$ cat config.mk
export PLATFORM = sky130hd
export DESIGN_NAME = add_seq_ctrl
export DESIGN_NICKNAME = d
export VERILOG_FILES = /design/src/rtl/add_seq_ctrl.sv
export SDC_FILE = /design/constraint.sdc
export NUM_CORES = 1
export LEC_CHECK = 0
export BUFFER_PORTS_ARGS = -buffer_cell sky130_fd_sc_hd__buf_2
export CELL_PAD_IN_SITES_DETAIL_PLACEMENT = 1
export CELL_PAD_IN_SITES_GLOBAL_PLACEMENT = 2
export CORE_ASPECT_RATIO = 0.8
export CORE_MARGIN = 1.5
export CORE_UTILIZATION = 32
export CTS_BUF_LIST = sky130_fd_sc_hd__clkbuf_4
export CTS_CLUSTER_DIAMETER = 60
export DETAILED_ROUTE_END_ITERATION = 16
export PLACE_DENSITY_LB_ADDON = 0.1
export SYNTH_ARGS = -nofsm -noshare
export SYNTH_HDL_FRONTEND = slang
export SYNTH_SLANG_ARGS = --single-unit
$ cat constraint.sdc
create_clock -name i_clk -period 2 [get_ports i_clk]
set_input_delay 0.5 -clock i_clk [delete_from_list [all_inputs] [get_ports i_clk]]
set_output_delay 0.5 -clock i_clk [all_outputs]
set_load 0.01 [all_outputs]
$ cat src/rtl/add_seq_ctrl.sv
// Wide add/subtract sequencer driving one shared 4-bit adder slice, one nibble per cycle,
// LSB first, with the inter-nibble carry held in a register.
module add_seq_ctrl #(
    parameter int NIBBLES = 4
) (
    input  logic                 i_clk,
    input  logic                 i_rst_n,
    input  logic                 i_start_valid,
    output logic                 o_start_ready,
    input  logic [4*NIBBLES-1:0] i_a_in,
    input  logic [4*NIBBLES-1:0] i_b_in,
    input  logic                 i_sub_in,
    output logic [3:0]           o_add_a,
    output logic [3:0]           o_add_b,
    output logic                 o_add_cin,
    input  logic [3:0]           i_add_sum,
    input  logic                 i_add_cout,
    output logic                 o_res_valid,
    input  logic                 i_res_ready,
    output logic [4*NIBBLES-1:0] o_result,
    output logic                 o_carry_out,
    output logic                 o_overflow,
    output logic                 o_busy
);

    // state  | meaning
    // IDLE   | ready for a request; adder inputs parked at 0
    // RUN    | one nibble per cycle through the shared slice
    // DONE   | result held until the consumer accepts it

    localparam int W  = 4 * NIBBLES;
    localparam int KW = (NIBBLES > 1) ? $clog2(NIBBLES) : 1;
    localparam logic [KW-1:0] K_LAST = KW'(NIBBLES - 1);

    typedef enum logic [1:0] {
        S_IDLE = 2'd0,
        S_RUN  = 2'd1,
        S_DONE = 2'd2
    } state_t;

    state_t          r_state;
    state_t          w_state_nxt;
    logic [KW-1:0]   r_k;
    logic            r_carry;
    logic [W-1:0]    r_a;
    logic [W-1:0]    r_b;
    logic [W-1:0]    r_result;
    logic            r_carry_out;
    logic            r_overflow;

    logic            w_accept;
    logic            w_run;
    logic            w_last;
    logic [KW+1:0]   w_lo;

    assign w_run = (r_state == S_RUN);
    assign w_lo  = {r_k, 2'b00};

    always_comb begin
        w_state_nxt = r_state;
        w_accept    = 1'b0;
        w_last      = 1'b0;
        case (r_state)
            S_IDLE: begin
                if (i_start_valid) begin
                    w_accept    = 1'b1;
                    w_state_nxt = S_RUN;
                end
            end
            S_RUN: begin
                if (r_k == K_LAST) begin
                    w_last      = 1'b1;
                    w_state_nxt = S_DONE;
                end
            end
            S_DONE: begin
                if (i_res_ready) begin
                    w_state_nxt = S_IDLE;
                end
            end
            default: w_state_nxt = S_IDLE;
        endcase
    end

    always_ff @(posedge i_clk) begin
        if (!i_rst_n) begin
            r_state <= S_IDLE;
        end else begin
            r_state <= w_state_nxt;
        end
    end

    // B is stored already inverted for subtract so the slice only ever adds.
    always_ff @(posedge i_clk) begin
        if (!i_rst_n) begin
            r_k         <= '0;
            r_carry     <= 1'b0;
            r_a         <= '0;
            r_b         <= '0;
            r_result    <= '0;
            r_carry_out <= 1'b0;
            r_overflow  <= 1'b0;
        end else if (w_accept) begin
            r_k         <= '0;
            r_carry     <= i_sub_in;
            r_a         <= i_a_in;
            r_b         <= i_b_in ^ {W{i_sub_in}};
            r_result    <= '0;
            r_carry_out <= 1'b0;
            r_overflow  <= 1'b0;
        end else if (w_run) begin
            r_result[w_lo +: 4] <= i_add_sum;
            r_carry             <= i_add_cout;
            if (w_last) begin
                r_carry_out <= i_add_cout;
                r_overflow  <= (r_a[W-1] == r_b[W-1]) && (i_add_sum[3] != r_a[W-1]);
            end else begin
                r_k <= r_k + 1'b1;
            end
        end
    end

    assign o_add_a       = w_run ? r_a[w_lo +: 4] : 4'd0;
    assign o_add_b       = w_run ? r_b[w_lo +: 4] : 4'd0;
    assign o_add_cin     = w_run ? r_carry : 1'b0;

    assign o_start_ready = (r_state == S_IDLE);
    assign o_res_valid   = (r_state == S_DONE);
    assign o_busy        = (r_state == S_RUN) || (r_state == S_DONE);
    assign o_result      = r_result;
    assign o_carry_out   = r_carry_out;
    assign o_overflow    = r_overflow;

endmodule

# Word level (Yosys, flattened, before mapping)
# Index checks and enable logic that the tools add are counted.
op_classes:
  add_sub_neg: 2
  mul: 0
  n_div: 0
  n_lt_le_gt_ge: 0
  n_eq_ne: 8
  n_shift: 4
  mux: 14
  bitwise_logic: 3
  n_reduce_logical: 8
op_table:
  columns: ["cell", "n"]
  rows:
  - ["$shiftx 16x5->4", 2]
  - ["$bwmux 16", 1]
  - ["$shift 4x6->16 const A", 1]
  - ["$shiftx 4x6->16", 1]
  - ["$xor 16x16->16", 1]
  - ["$mux 4", 2]
  - ["$mux 1", 7]
  - ["$mux 2", 3]
  - ["$neg 4->6", 1]
  - ["$pmux 2 s3", 1]
  - ["$eq 2x2->1 const B", 2]
  - ["$ne 2x1->1 const B", 2]
  - ["$reduce_and 2->1", 2]
  - ["$reduce_and 3->1", 1]
  - ["$add 2x1->2 const B", 1]
  - ["$eq 2x1->1 const B", 1]
  - ["$logic_not 2->1", 1]
  - ["$ne 2x2->1 const B", 1]
  - ["$not 1->1", 2]
  - ["$reduce_bool 2->1", 1]
  - ["$reduce_or 2->1", 1]
  - ["$eq 1x1->1", 1]
  - ["$logic_and 1x1->1", 1]
  - ["$logic_or 1x1->1", 1]
  - ["$ne 1x1->1", 1]
word_totals:
  regBits: 55
  latchBits: 0
  mem_bits_rw: 0
  romBits: 0
  memories: 0

# Longest topological paths before layout
# Gate-level depths: netlist of the first run.
logic_depth:
  word_depth: 5
  mapped_depth: 7

# Worst setup path after synthesis of the first run
# OpenSTA, ideal clock, no wires.
synth_path:
  kind: "register to output"
  from: "register r_k[0]"
  to: "output o_add_a[3]"
  t_arrival_ns: 1.242
  setup_slack_ns: 0.258
  stages_incl_launch_ff: 4
  path_buffers: 1
  cell_sequence: "dfxtp_1 buf_6 mux4_2 and2_1"
synth_between:
  elab_chain_len: 2
synth_rtl:
  columns: ["element", "line", "text"]
  rows:
  - ["start, declared", "43", "logic [KW-1:0] r_k;"]
  - ["start signal, assigned", "118", "r_k <= r_k + 1'b1;"]
  - ["$shiftx 16x5->4", "123", "assign o_add_a = w_run ? r_a[w_lo +: 4] : 4'd0;"]
  - ["$mux 4", "123", null]
  - ["end, declared", "13", "output logic [3:0] o_add_a,"]
# No other way between the ends.

# Worst setup path after layout of the first run
layout_path:
  from: "register r_k[0]"
  to: "output o_add_a[1]"
# Same word-level chain as after synthesis.

==> flow_metrics.env, run 1 <==
export IMPL_syn_inst=284
export IMPL_seqPwrFrac_pct=40.9
export IMPL_fin_util_pct=41.7
export IMPL_fill_cells=971
export IMPL_ys_ff_latch=55
export IMPL_drt_iter0_drc=43
export IMPL_power_frac_comb_pct=37.1
export IMPL_power_leakage_uw=0.00152
export IMPL_num_rows=29
export IMPL_timing_hold_violations_final=0
export IMPL_drc=0
export IMPL_endpoint_kind="primary output"
export IMPL_root_buffer="clkbuf_4"
export IMPL_grt_pass1_vias=2213
export IMPL_grt_usage_pct=16.0
export IMPL_finalClockSkew_ns=0.0133
export IMPL_drive_above_1_share_pct=32.0
export IMPL_status="finished, violations left"
export IMPL_antenna_found_initial=0
export IMPL_io_pins=72
export IMPL_start_util_pct=33.1
export IMPL_dieWidth_um=105
export IMPL_crit_arrival_ns=1.63
export IMPL_clock_sinks=55
export IMPL_dieArea_um2=8810
export IMPL_grt_remaining_overflow=0
export IMPL_clk_pin_slew_worst_paths_ns=0.17
export IMPL_fin_crit_sh_pct=107
export IMPL_path_class="register to primary output"
export IMPL_ys_warn_count=0
export IMPL_tightest_slew_ns=0.496
export IMPL_setup_viol_count_final=8
export IMPL_wl_per_cell_um=14.4
export IMPL_max_cap_violations=0
export IMPL_gp_congestion=0.763
export IMPL_worstSkewPairLatency_ns=0.38
export IMPL_switchingPower_uw=1120
export IMPL_layout_commonest_cell="nand2_1"
export IMPL_violations="negative setup slack"
export IMPL_clockPowerShare_pct=22.0
export IMPL_clk_path_buf_depth=2
export IMPL_cts_buffers=5
export IMPL_rsz0062_at_grt="yes"
export IMPL_yosysSeqAreaShare_pct=41.7
export IMPL_regArea_um2=1100
export IMPL_drv_slew=0
export IMPL_grt_pass1_wl_um=11400
export IMPL_postRouteAntennaNets=0
export IMPL_fmax_mhz=469
export IMPL_swShare_pct=33.2
export IMPL_grt_use_met3_pct=3.42
export IMPL_h_tree_depth=2
export IMPL_cp_required_ns=1.50
export IMPL_synth_nets=335
export IMPL_busiest_layer="met2"
export IMPL_slew_headroom_pct=66.9
export IMPL_cp_start_kind="register"
export IMPL_vias=2237
export IMPL_die_y_um=84.2
export IMPL_cts_tree="built"
export IMPL_grtUsageMet2_pct=23.9
export IMPL_vdd_drop_max_mv=0.384
export IMPL_dr_pass1_iters=4
export IMPL_vias_per_cell=4.82
export IMPL_yosys_top_cells_area="dfxtp_1, nand2_1, o211a_1, mux4_2, xnor2_1"
export IMPL_ctsHoldBuffers=0
export IMPL_power_density_nw_per_um2=1020
export IMPL_antennaDiodeCount=0
export IMPL_netlist_area_leader_share_pct=41.7
export IMPL_syn_to_final_growth_pct=26.0
export IMPL_final_nets=406
export IMPL_final_cell_mix="nand2_1, buf_2, dfxtp_1"
export IMPL_core_um2=7980
export IMPL_syn_area_per_cell_um2=9.30
export IMPL_power_uw=3390
export IMPL_period_minus_slack_ns=2.13
export IMPL_gr_usage_met1_pct=23.4
export IMPL_hold_path_class="input port to register"
export IMPL_synth_top_cell_by_area="dfxtp_1"
export IMPL_multi_input_area_um2=1420
export IMPL_netlist_area_um2=2640
export IMPL_intPower_uw=2270
export IMPL_portBuffers=71
export IMPL_layout_setup_ws_ns=-0.133
export IMPL_hpwlAfterDp_um=5020
export IMPL_synth_cell_types=29
export IMPL_cp_max_fo=4
export IMPL_grt_max_degree=49
export IMPL_drt_total_wl_um=6690
state kept, by name, summed over array words and instances, names as in the netlist:
signal       cells
r_carry          1
r_state          2
r_a             16
r_k              2
o_carry_out      1
o_overflow       1
o_result        16
r_b             16
per-layer routing:
layer,wire (um),vias up
li1,-,1121
met5,0,-
met3,253,4
met2,2920,44
met1,3470,1068
met4,43,0
cells in the mapped netlist (all sizes together):
cell	number
and4bb	1
nor2	7
o211a	17
nand3	5
nor2b	3
and2	10
a221oi	2
a21boi	16
nand2	72
ha	9
nor3	1
a32oi	4
dfxtp	55
buf	11
mux4	8
nor3b	2
a21oi	10
nand4	9
mux2i	4
inv	6
xnor2	17
clkbuf	11
o22ai	4
critical path, cell delays in order, from the launching register on:
cell and delay [ns]:
dfxtp_2 0.38, buf_6 0.13, mux4_2 0.49, and2_1 0.14, buf_2 0.13
power groups by stage:
stage | logic, uW | registers [uW] | clock network (uW)
3_3_place_gp | 1190 | 1400 | 0
6_report | 1260 | 1390 | 746
4_1_cts | 1280 | 1390 | 782
2_1_floorplan | 838 | 1380 | 0
5_1_grt | 1420 | 1410 | 815
3_5_place_dp | 1210 | 1410 | 0
kinds of logic (layout without fill, tap and decap cells):
logic type	Yosys count	in the layout	synth area share, %
adders and majority gates	9	9	4.27
muxes	12	12	8.48
and+or+nand+nor	110	110	18.8
AOI/OAI and AO/OA	53	53	16.1
xor gates and xnor gates	17	17	5.64
DFF	55	55	41.7
buffers and inverters	28	100	5.02
stage by stage:
step	hold WS, ns	TNS (ns)	instance area (um2)	setup WS (ns)	instances
4_1_cts	0.305	-1.28	3310	-0.172	464
2_1_floorplan	0.432	0	2640	0.258	284
5_1_grt	0.292	-1.62	3330	-0.204	464
6_report	0.330	-0.948	3330	-0.133	464
3_3_place_gp	0.439	0	3150	0.178	455
3_5_place_dp	0.446	0	3150	0.152	455
timing repair:
| item | CTS | global route |
|---|---|---|
| setup endpoints to repair | 9 | 10 |
| setup buffers | 1 | 0 |
| hold endpoints to repair | 0 | 0 |
| resized for setup | 15 | 5 |
| pin swaps | 8 | 0 |
worst paths after layout:
kind               startpoint           to  slack [ns]  cells after the start
setup / recovery       r_k[0]   o_add_a[1]       -0.13                      4
hold / removal      i_a_in[5]       r_a[5]        0.33                      3
setup reg to reg       r_k[0]  o_result[4]        0.22                      7
hold reg to reg   o_result[7]  o_result[7]        0.46                      2
final cells by class:
| type | instances | area share (%) |
|---|---|---|
| Sequential cell | 55 | 33.2 |
| Clock buffer | 5 | 1.13 |
| Timing Repair Buffer | 86 | 16.3 |
| Tap cell | 108 | 4.06 |
| Inverter | 6 | 0.677 |
| Multi-Input combinational cell | 201 | 42.6 |
| Clock inverter | 3 | 2.03 |
Note: power is estimated with default switching activity, not from simulation.
==> run 2, diff against run 1 <==
--- a/config.mk
+++ b/config.mk
@@ -14,7 +14,9 @@
 export CTS_BUF_LIST = sky130_fd_sc_hd__clkbuf_4
 export CTS_CLUSTER_DIAMETER = 60
 export DETAILED_ROUTE_END_ITERATION = 16
+export GPL_ROUTABILITY_DRIVEN = 0
 export PLACE_DENSITY_LB_ADDON = 0.1
+export SETUP_SLACK_MARGIN = 0.4
 export SYNTH_ARGS = -nofsm -noshare
 export SYNTH_HDL_FRONTEND = slang
 export SYNTH_SLANG_ARGS = --single-unit
==> flow_metrics.env, run 2 (synthesis results as in run 1) <==
export IMPL_hold_ws_ns=0.322
export IMPL_r2r_end="o_result[5]"
export IMPL_drv_slew=0
export IMPL_grt_max_degree=49
export IMPL_hp_start="i_a_in[9]"
export IMPL_wl_per_cell_um=15.7
export IMPL_clk_pin_slew_worst_paths_ns=0.17
export IMPL_final_cell_mix="nand2_1, buf_2, dfxtp_1"
export IMPL_die_y_um=84.2
export IMPL_cp_required_ns=1.50
export IMPL_io_pins=72
export IMPL_clockPowerShare_pct=16.1
export IMPL_vdd_drop_max_mv=0.467
export IMPL_start_util_pct=33.1
export IMPL_postRouteAntennaNets=0
export IMPL_root_buffer="clkbuf_4"
export IMPL_dp_worst_setup_slack_ns=0.105
export IMPL_swShare_pct=34.7
export IMPL_dieArea_um2=8810
export IMPL_antenna_found_initial=0
export IMPL_endpoint_kind="primary output"
export IMPL_h_tree_depth=2
export IMPL_rsz0062_at_grt="yes"
export IMPL_intPower_uw=2540
export IMPL_cp_max_fo=5
export IMPL_portBuffers=71
export IMPL_seqPwrFrac_pct=36.1
export IMPL_power_frac_comb_pct=47.8
export IMPL_clk_path_buf_depth=2
export IMPL_vias=2330
export IMPL_antennaDiodeCount=0
export IMPL_cts_buffers=5
export IMPL_layout_setup_ws_ns=-0.192
export IMPL_drt_iter0_drc=41
export IMPL_fin_crit_sh_pct=110
export IMPL_period_minus_slack_ns=2.19
export IMPL_switchingPower_uw=1350
export IMPL_placed_cell_area_um2=3100
export IMPL_worstSkewPairLatency_ns=0.38
export IMPL_layout_commonest_cell="nand2_1"
export IMPL_status="finished, violations left"
export IMPL_grt_usage_pct=17.3
export IMPL_core_um2=7980
export IMPL_fmax_mhz=456
export IMPL_syn_to_final_growth_pct=41.5
export IMPL_grt_pass1_vias=2362
export IMPL_finalInstanceArea_um2=3740
export IMPL_drt_total_wl_um=7600
export IMPL_hold_path_endpoint="r_a[9]"
export IMPL_grt_pass1_wl_um=12200
export IMPL_hold_path_class="input port to register"
export IMPL_cts_tree="built"
export IMPL_ctsHoldBuffers=0
export IMPL_drive_above_1_share_pct=43.2
export IMPL_rr_worst_depth=9
export IMPL_finalClockSkew_ns=0.0110
export IMPL_cp_start_kind="register"
export IMPL_drc=0
export IMPL_timing_hold_violations_final=0
export IMPL_power_density_nw_per_um2=1040
export IMPL_reg2reg_from="r_k[0]"
export IMPL_dieWidth_um=105
export IMPL_setup_viol_count_final=8
export IMPL_violations="negative setup slack"
export IMPL_reg2reg_slack_ns=0.20
export IMPL_num_rows=29
export IMPL_power_leakage_uw=0.00168
export IMPL_grt_remaining_overflow=0
export IMPL_slew_headroom_pct=67.6
export IMPL_clock_sinks=55
export IMPL_fill_cells=935
export IMPL_path_class="register to primary output"
export IMPL_final_nets=425
export IMPL_crit_arrival_ns=1.69
export IMPL_dr_pass1_iters=4
export IMPL_min_path_cells=3
export IMPL_tightest_slew_ns=0.486
export IMPL_hpwlAfterDp_um=4750
export IMPL_max_cap_violations=0
export IMPL_vias_per_cell=4.82
-- run 2: cell count changes in the layout (fill, tap and decap cells not counted), moves of 3 or more --
cell,change
buf_6,+11
buf_4,+11
and2_1,-4
buf_2,-5
a21oi_1,-4
inv_1,-3
ha_4,+6
a21oi_2,+4
ha_1,-7
nand2_1,-4
and2_4,+4
-- run 2: worst max-delay path by stage --
stage          startpoint          to  slack, ns  cells after the start
3_3_place_gp       r_k[0]  o_add_b[3]       0.12                      3
6_report           r_k[0]  o_add_a[2]      -0.19                      4
4_1_cts            r_k[0]  o_add_a[2]      -0.20                      4
5_1_grt            r_k[0]  o_add_b[0]      -0.25                      4
2_1_floorplan      r_k[0]  o_add_a[3]       0.36                      3
3_5_place_dp       r_k[0]  o_add_b[3]       0.11                      3
-- run 2: power groups by stage --
stage	clock network [uW]	logic [uW]	registers, uW
after global placement	0	1100	1440
after CTS	650	1690	1400
after global routing	693	2020	1420
final	628	1860	1400
after floorplan	0	878	1380
after detailed placement	0	1120	1450
-- run 2: worst max-delay path, cell delays in order, from the launching register on --
cell and delay, ns:
dfxtp_4 0.43, buf_12 0.12, mux4_2 0.50, and2_4 0.16, buf_6 0.11
-- run 2: layer usage --
layer | up-vias | GRT usage (%) | part of all wire, %
met4 | 0 | 4.17 | 0.75
met3 | 5 | 2.80 | 2.8
met1 | 1122 | 24.4 | 51
li1 | 1160 | - | -
met2 | 43 | 27.9 | 45
met5 | - | 0 | 0
-- run 2: cell type report --
type                       count  area [um2]  area share (%)
multi-input combinational    201        1610            43.1
sequential                    55        1110            29.7
timing repair buffer         105         763            20.4
tap                          108         135            3.62
clock inverter                 3        43.8            1.17
clock buffer                   5        37.5            1.00
inverter                       6        35.0           0.938
-- run 2: timing repair --
action / CTS / global route
pin swaps: 27 / 9
cloned: 0 / 1
resized for setup: 54 / 20
endpoints found under the setup margin: 34 / 51
setup buffers: 22 / 5
endpoints found under the hold margin: 0 / 0
-- run 2: through the flow --
stage | instances | power [uW] | setup TNS [ns] | utilization, %
after floorplan | 284 | 2260 | 0 | -
after global placement | 447 | 2550 | 0 | 38.9
after detailed placement | 447 | 2570 | 0 | 38.9
after CTS | 477 | 3740 | -1.50 | 45.0
after global routing | 483 | 4140 | -1.84 | 46.8
final | 483 | 3890 | -1.42 | 46.8
